## src/rtl/ir_pkg.sv

```systemverilog
// Shared definitions for the instruction buffer: FSM state encoding and
// default width constants used by ir_buffer and ir_ram.
package ir_pkg;

    localparam int DATA_W_DEF     = 32;
    localparam int ADDR_W_DEF     = 4;
    localparam int MEM_ADDR_W_DEF = 16;

    typedef enum logic [1:0] {
        ST_INIT = 2'd0,
        ST_LOAD = 2'd1,
        ST_WORK = 2'd2
    } ir_state_e;

endpackage

```

## src/rtl/ir_ram.sv

```systemverilog
// Entry storage: DEPTH x DATA_W array with one synchronous write port and
// one registered read port (read-before-write on an address collision).
module ir_ram #(
    parameter int DATA_W = 32,
    parameter int ADDR_W = 4
) (
    input  logic              clk,
    input  logic              rst_n,
    input  logic              wr_en,
    input  logic [ADDR_W-1:0] wr_addr,
    input  logic [DATA_W-1:0] wr_data,
    input  logic              rd_en,
    input  logic [ADDR_W-1:0] rd_addr,
    output logic [DATA_W-1:0] rd_data
);

    localparam int DEPTH = 2 ** ADDR_W;

    logic [DATA_W-1:0] mem [DEPTH];

    // Array contents are deliberately left unreset.
    always_ff @(posedge clk) begin
        if (wr_en) begin
            mem[wr_addr] <= wr_data;
        end
    end

    // Output register holds its value when no read is issued.
    always_ff @(posedge clk) begin
        if (!rst_n) begin
            rd_data <= '0;
        end else if (rd_en) begin
            rd_data <= mem[rd_addr];
        end
    end

endmodule

```

## src/rtl/ir_buffer.sv

```systemverilog
// Instruction buffer: fills all entries from backing memory after INIT, then
// serves single-cycle-latency reads and writes in WORK until a reload.
module ir_buffer
    import ir_pkg::*;
#(
    parameter int DATA_W     = DATA_W_DEF,
    parameter int ADDR_W     = ADDR_W_DEF,
    parameter int MEM_ADDR_W = MEM_ADDR_W_DEF
) (
    input  logic                  clk,
    input  logic                  rst_n,
    input  logic [MEM_ADDR_W-1:0] base_addr,
    input  logic                  reload,
    output logic                  mem_req,
    output logic [MEM_ADDR_W-1:0] mem_addr,
    input  logic                  mem_ack,
    input  logic [DATA_W-1:0]     mem_rdata,
    output logic                  ready,
    output logic                  load_done,
    input  logic                  wr_en,
    input  logic [ADDR_W-1:0]     wr_addr,
    input  logic [DATA_W-1:0]     wr_data,
    input  logic                  rd_en,
    input  logic [ADDR_W-1:0]     rd_addr,
    output logic [DATA_W-1:0]     rd_data,
    output logic                  rd_valid
);

    ir_state_e             state;
    logic [ADDR_W-1:0]     cnt;
    logic [MEM_ADDR_W-1:0] base_q;

    logic              load_ack;
    logic              work_wr;
    logic              work_rd;
    logic              ram_we;
    logic [ADDR_W-1:0] ram_waddr;
    logic [DATA_W-1:0] ram_wdata;

    // A stray ack with no request outstanding, or any ack in a reset cycle, never writes.
    assign load_ack  = (state == ST_LOAD) && mem_req && mem_ack;
    assign work_wr   = (state == ST_WORK) && wr_en;
    assign work_rd   = (state == ST_WORK) && rd_en;
    assign ram_we    = rst_n && (load_ack || work_wr);
    assign ram_waddr = load_ack ? cnt : wr_addr;
    assign ram_wdata = load_ack ? mem_rdata : wr_data;

    always_ff @(posedge clk) begin
        if (!rst_n) begin
            state     <= ST_INIT;
            cnt       <= '0;
            mem_req   <= 1'b0;
            mem_addr  <= '0;
            ready     <= 1'b0;
            load_done <= 1'b0;
        end else begin
            load_done <= 1'b0;
            case (state)
                ST_INIT: begin
                    base_q   <= base_addr;
                    cnt      <= '0;
                    mem_req  <= 1'b1;
                    mem_addr <= base_addr;
                    state    <= ST_LOAD;
                end
                ST_LOAD: begin
                    if (mem_req && mem_ack) begin
                        cnt      <= cnt + ADDR_W'(1);
                        mem_addr <= base_q + MEM_ADDR_W'(cnt) + MEM_ADDR_W'(1);
                        if (cnt == '1) begin
                            state     <= ST_WORK;
                            mem_req   <= 1'b0;
                            ready     <= 1'b1;
                            load_done <= 1'b1;
                        end
                    end
                end
                ST_WORK: begin
                    if (reload) begin
                        state <= ST_INIT;
                        ready <= 1'b0;
                    end
                end
                default: begin
                    state   <= ST_INIT;
                    mem_req <= 1'b0;
                    ready   <= 1'b0;
                end
            endcase
        end
    end

    always_ff @(posedge clk) begin
        if (!rst_n) begin
            rd_valid <= 1'b0;
        end else begin
            rd_valid <= work_rd;
        end
    end

    ir_ram #(
        .DATA_W (DATA_W),
        .ADDR_W (ADDR_W)
    ) u_ram (
        .clk     (clk),
        .rst_n   (rst_n),
        .wr_en   (ram_we),
        .wr_addr (ram_waddr),
        .wr_data (ram_wdata),
        .rd_en   (work_rd),
        .rd_addr (rd_addr),
        .rd_data (rd_data)
    );

endmodule

```

## config.mk

```make
export PLATFORM = sky130hd
export DESIGN_NAME = ir_buffer
export DESIGN_NICKNAME = d
export VERILOG_FILES = /design/src/rtl/ir_pkg.sv /design/src/rtl/ir_ram.sv /design/src/rtl/ir_buffer.sv
export SDC_FILE = /design/constraint.sdc
export NUM_CORES = 1
export LEC_CHECK = 0
export CORE_ASPECT_RATIO = 0.75
export CORE_MARGIN = 10
export CORE_UTILIZATION = 59
export DETAILED_ROUTE_END_ITERATION = 12
export PLACE_DENSITY = 0.77
export SYNTH_ARGS = -nofsm -noshare
export SYNTH_HDL_FRONTEND = slang
export SYNTH_SLANG_ARGS = --single-unit
```

## constraint.sdc

```tcl
create_clock -name clk -period 4.2 [get_ports clk]
set_input_delay 0.84 -clock clk [delete_from_list [all_inputs] [get_ports clk]]
set_output_delay 0.84 -clock clk [all_outputs]
set_load 0.005 [all_outputs]
```

==> results of run 1 <==
through the flow:
stage          total power, W  hold WS (ns)  instances  area [sq um]
6_report               0.0118         0.483       1919         26700
5_1_grt                0.0121         0.494       1919         26700
4_1_cts                0.0118         0.477       1919         26700
3_5_place_dp          0.00715         0.468       1826         25000
3_3_place_gp          0.00713         0.458       1826         25000
2_1_floorplan         0.00690         0.450       1202         22900
worst reg2reg max path, delay by kind of cell (launching register included):
family             cells  cell delay, ns
AOI/OAI and AO/OA      2            0.46
and+or+nand+nor        3            1.53
DFF                    1            0.56
flip-flops by register name (all words and copies together) (netlist names):
| signal | cells |
|---|---|
| mem_req | 1 |
| u_ram.mem | 512 |
| u_ram.rd_data | 32 |
| load_done | 1 |
| ready | 1 |
| state | 2 |
| cnt | 4 |
| mem_addr | 16 |
| rd_valid | 1 |
| base_q | 16 |
worst max path at each step:
| stage | cells past startpoint | slack, ns | to | start |
|---|---|---|---|---|
| floorplan | 6 | 0.82 | u_ram.mem[4][0] | mem_ack |
| global placement | 6 | 0.55 | u_ram.mem[15][14] | mem_ack |
| detailed placement | 6 | 0.48 | u_ram.mem[15][14] | mem_ack |
| CTS | 5 | 1.06 | u_ram.mem[15][10] | mem_ack |
| global route | 5 | 0.91 | u_ram.mem[15][20] | mem_ack |
| finish | 6 | 1.03 | u_ram.mem[15][10] | mem_ack |
cell type report:
type,instances,area (sq um)
inverters,9,33.8
repair buffers,180,1760
fillers,2309,11600
clock buffers,65,1430
multi-input cells,539,5540
well taps,512,641
clock inverters,28,265
flip-flops and latches,586,17000
synth_stat cells, drive strengths merged (5+ instances only):
cell type,number,area [sq um]
edfxtp,528,15900
mux4,128,2880
nand2,115,432
dfxtp,58,1160
o21ai,56,295
buf,49,328
mux2i,34,340
o22ai,33,206
a211oi,32,240
nor2,26,100
a21oi,22,110
clkbuf,19,71.3
inv,9,33.8
xor2,9,78.8
mux2,8,90.1
nand3,7,40.0
nor2b,7,43.8
and3,6,37.5
ha,5,62.6
nor3,5,25.0
nor3b,5,47.5
cell families after synthesis:
kind of cell	synth area share
AND/OR/NAND/NOR	0.0354
flip-flops	0.744
multiplexers	0.145
XOR/XNOR	0.00460
adder cells (fa/ha/maj)	0.00361
AO/OA/AOI/OAI	0.0481
buffers and inverters	0.0189
power by group:
group / total [W] / internal (W) / switching (W) / leakage, nW
combinational: 0.000596 / 0.000266 / 0.000330 / 2.66
clock: 0.00476 / 0.00271 / 0.00204 / 0.841
sequential: 0.00643 / 0.00641 / 0.0000193 / 5.23
total: 0.0118 / 0.00939 / 0.00239 / 8.73
metal layers:
layer  GRT usage  vias to the layer above  part of all wire
li1            -                     5205                 -
met2       0.363                      538              0.49
met5           0                        -                 0
met4      0.0555                        0             0.021
met3      0.0392                       73             0.076
met1       0.313                     6286              0.41
==> flow_summary.yaml, run 1 <==
global_routing:
  grt_pass1_wl_microns: 78900
  grt_remaining_overflow: 0
  grt.total_usage: 0.224
  grt_max_degree: 61
  antenna_found_initial: 0
  first_global_vias: 12573
floorplan:
  initial_core_util: 0.598
  fp-row-count: 62
  fp.dieArea_sq_mm: 0.0471
  die_y_microns: 190
  core_area_sq_mm: 0.0382
  die_w_microns: 247
  ioPinCount: 146
run_status:
  status: "finished clean"
worst_setup_path:
  path_cells: "clkdlybuf4s50_1 > nand2_1 > or2_4 > a21boi_4 > o21ai_2 > nor2_4"
  endpoint_kind: "flop"
  cp_max_fo: 32
  slowest_delay_ns: 0.98
  crit_arrival_ns: 3.35
  critPathKind: "primary input to flop"
  r2r_start: "state[0]"
  r2r_slack_ns: 1.23
  reg2regPathDepth: 5
  critPathBufInv: 1
  startpoint_type: "primary input"
  worstPathRequired_ns: 4.38
  critPathSlowestCell: "nor2_4"
  r2r_end: "u_ram.mem[15][10]"
  crit_family: "simple AND/OR/NAND/NOR gates"
placement:
  port-buffer-count: 145
  dp_hpwl_microns: 30100
  gp_congestion: 0.813
  place_ws_ns: 0.481
timing:
  relSlewSlack: 0.181
  setup_ws_ns: 1.03
  max_freq_mhz: 316
  fin_setup_tns_ns: 0
  drv_slew: 0
  worst_slew_pin_slew_ns: 1.23
  hold_viol: 0
  fin_skew_ns: 0.0211
  grt_setup_unrepaired: "no"
  fin_crit_ns: 3.17
  setup_viol: 0
  timing.final.crit_share: 0.754
routing:
  routed_wl_microns: 52200
  post_drt_wl_per_cell_microns: 27.2
  drt-initial-drc-count: 1287
  routed_via_density: 6.31
  route.detailed.drc: 0
  vias: 12102
  firstDrtPassIters: 8
  ant_nets: 0
final_layout:
  antennaDiodeCount: 0
  final_common_cell: "edfxtp_1"
  drive_gt1_frac: 0.204
  nNetsFinal: 1468
  area_growth_pct: 16.7
  mostFrequentLayoutCells: "edfxtp_1 (528), clkdlybuf4s50_1 (141), mux4_2 (128)"
  fin_util: 0.698
cts:
  cts_buffers: 52
  postCtsHoldBufs: 0
  htreeDepth: 2
  clkSlewWorstSetupHoldPaths_ns: 0.07
  cts_tree: "built"
  cts_resized: 0
  cts-root-buf: "clkbuf_16"
  post_cts_buffers: 0
  cts_max_path_buffers: 3
  numClockSinks: 586
  clock_latency_ns: 0.58
synthesis:
  synth_edf_count: 528
  synthArstFlopShare: 0
  synthCells: 1202
  syn_nets: 1302
  yosys.cell_types.count: 51
  syn_area_per_cell_sq_um: 19.0
  synth.cell_area_sq_mm: 0.0229
  ys.warnings.count: 0
  ys_ff_latch: 586
  ys_seq_area_frac: 0.744
  synthFlopType: "edfxtp_1"
worst_hold_path:
  hp-start: "mem_addr[8]"
  hold_path.class: "flop to flop"
  hold_depth: 2
  hold_path_end: "mem_addr[8]"
power:
  peakVddDrop_v: 0.000513
  power_density_mw_per_mm2: 442
  p_leak_nw: 8.73
flow_run:
  maxCapViolations: 0
No activity file was read; power rests on OpenSTA's default activity.
==> run 2: changes to the inputs <==
CORE_UTILIZATION = 53   (was 59)
PLACE_DENSITY = 0.73   (was 0.77)
clock period = 2.85 ns   (was 4.2 ns; I/O delays follow)
==> run 2 against run 1 <==
First-iteration DRC count rose by 11%. Final cell count up 5.5%. Worst setup slack worse by 0.63 ns. Non-clock buffer count rose by 41. Utilization shrank 4.9 points. Highest routed layer unchanged. Clock power rose by 51%. Final area rose by 3.0%. Count of clock-buffer cells in the layout increased by 4. Total power rose by 50%. Sequential power increased by 47%.
==> flow_summary.yaml, run 2 (synthesis results as in run 1) <==
run_status:
  status: "finished clean"
floorplan:
  die_y_microns: 200
  ioPinCount: 146
  fp.dieArea_sq_mm: 0.0519
  die_w_microns: 260
  fp-row-count: 65
  core_area_sq_mm: 0.0424
  initial_core_util: 0.539
final_layout:
  top_register: "u_ram.mem"
  reg_top3: "u_ram.mem: 512 flops, u_ram.rd_data: 32 flops"
  register_area_sq_mm: 0.0170
  nFillCells: 2824
  area_growth_pct: 20.3
  drive_gt1_frac: 0.223
  largest_register_ffs: 512
  nNetsFinal: 1509
  mostFrequentLayoutCells: "edfxtp_1 (528), clkdlybuf4s50_1 (141), mux4_2 (128)"
  fin_util: 0.649
  final_common_cell: "edfxtp_1"
  multi_input_area_sq_mm: 0.00554
global_routing:
  grt.total_usage: 0.212
  first_global_vias: 12577
  grt_max_degree: 60
  grt_remaining_overflow: 0
  grt_pass1_wl_microns: 81900
  antenna_found_initial: 3
routing:
  post_drt_wl_per_cell_microns: 27.0
  routed_wl_microns: 54700
  route.detailed.drc: 0
  ant_nets: 0
  firstDrtPassIters: 7
  vias: 12292
  drt-initial-drc-count: 1429
  routed_via_density: 6.07
worst_setup_path:
  path_cells: "inv_1 > ha_1 > inv_1 > fa_1 > nand3_1 > a21oi_1 > mux2_2 > o21ai_0 > nand2_1"
  cp_max_fo: 7
  critPathKind: "flop to flop"
  worstPathRequired_ns: 3.30
  crit_top_cell: "inv_1"
  endpoint_kind: "flop"
  crit_arrival_ns: 2.91
  startpoint_type: "flop"
  critPathSlowestCell: "dfxtp_1"
  slowest_delay_ns: 0.47
timing:
  max_freq_mhz: 408
  fin_skew_ns: 0.0198
  timing.final.crit_share: 0.860
  worst_slew_pin_slew_ns: 1.06
  hold_viol: 0
  setup_viol: 0
  setup_ws_ns: 0.399
  fin_crit_ns: 2.45
  fin_setup_tns_ns: 0
  drv_slew: 0
  relSlewSlack: 0.292
  grt_setup_unrepaired: "no"
worst_hold_path:
  hold_path.class: "flop to flop"
placement:
  gp_congestion: 0.827
  place_ws_ns: -0.100
  dp_hpwl_microns: 33000
  port-buffer-count: 145
power:
  p_leak_nw: 9.06
  power_density_mw_per_mm2: 641
  peakVddDrop_v: 0.000450
cts:
  clock_latency_ns: 0.58
  cts-root-buf: "clkbuf_16"
  htreeDepth: 2
  numClockSinks: 586
  cts_max_path_buffers: 3
  cts_buffers: 52
  cts_tree: "built"
  clkSlewWorstSetupHoldPaths_ns: 0.06
  postCtsHoldBufs: 0
  cts_resized: 0
  post_cts_buffers: 0
flow_run:
  maxCapViolations: 0
run 2: path summary, 6_finish.rpt:
check / slack, ns / from / to / depth (start not counted)
worst min register to register: 0.48 / mem_addr[5] / mem_addr[5] / 2
worst max register to register: 0.40 / cnt[0] / mem_addr[8] / 9
worst max-delay path: 0.40 / cnt[0] / mem_addr[8] / 9
worst min-delay path: 0.48 / mem_addr[5] / mem_addr[5] / 2
run 2: area by class of cell:
cell class,count,share of cell area
Multi-Input combinational cell,539,0.202
Tap cell,569,0.0259
Inverter,9,0.00123
Sequential cell,586,0.619
Timing Repair Buffer,221,0.0883
Antenna cell,2,0.000182
Clock inverter,29,0.0118
Clock buffer,69,0.0519
run 2: through the flow:
step	instance area, sq um	hold slack, ns	power [W]	std cells
after floorplan	22900	0.450	0.0102	1202
after global placement	25700	0.451	0.0106	1924
after detailed placement	25700	0.476	0.0106	1924
after CTS	27500	0.484	0.0177	2022
after global routing	27500	0.501	0.0181	2024
final	27500	0.482	0.0176	2024
run 2: per-layer routing:
layer	up-vias	routed length [microns]	track usage
li1	5312	-	-
met5	-	0	0
met2	540	26300	0.339
met3	89	4260	0.0390
met4	0	1100	0.0545
met1	6351	23100	0.299
run 2: power breakdown:
| group | internal, W | switching (W) |
|---|---|---|
| sequential | 0.00945 | 0.0000272 |
| combinational | 0.000433 | 0.000507 |
| clock | 0.00416 | 0.00304 |
| total | 0.0140 | 0.00357 |
run 2: worst max-delay path: cells and delay by family (launching register included):
kind	cells	cell delay, ns
AND/OR/NAND/NOR	2	0.26
AO/OA/AOI/OAI	2	0.54
adder cells (fa/ha/maj)	2	0.45
buffers and inverters	2	0.23
multiplexers	1	0.39
flip-flops	1	0.47
==> run 3: changes to the inputs <==
TNS_END_PERCENT = 100   (was not set)
==> results of run 3 <==
Same layout as run 2: the final DEF is identical, and so are final timing and power.
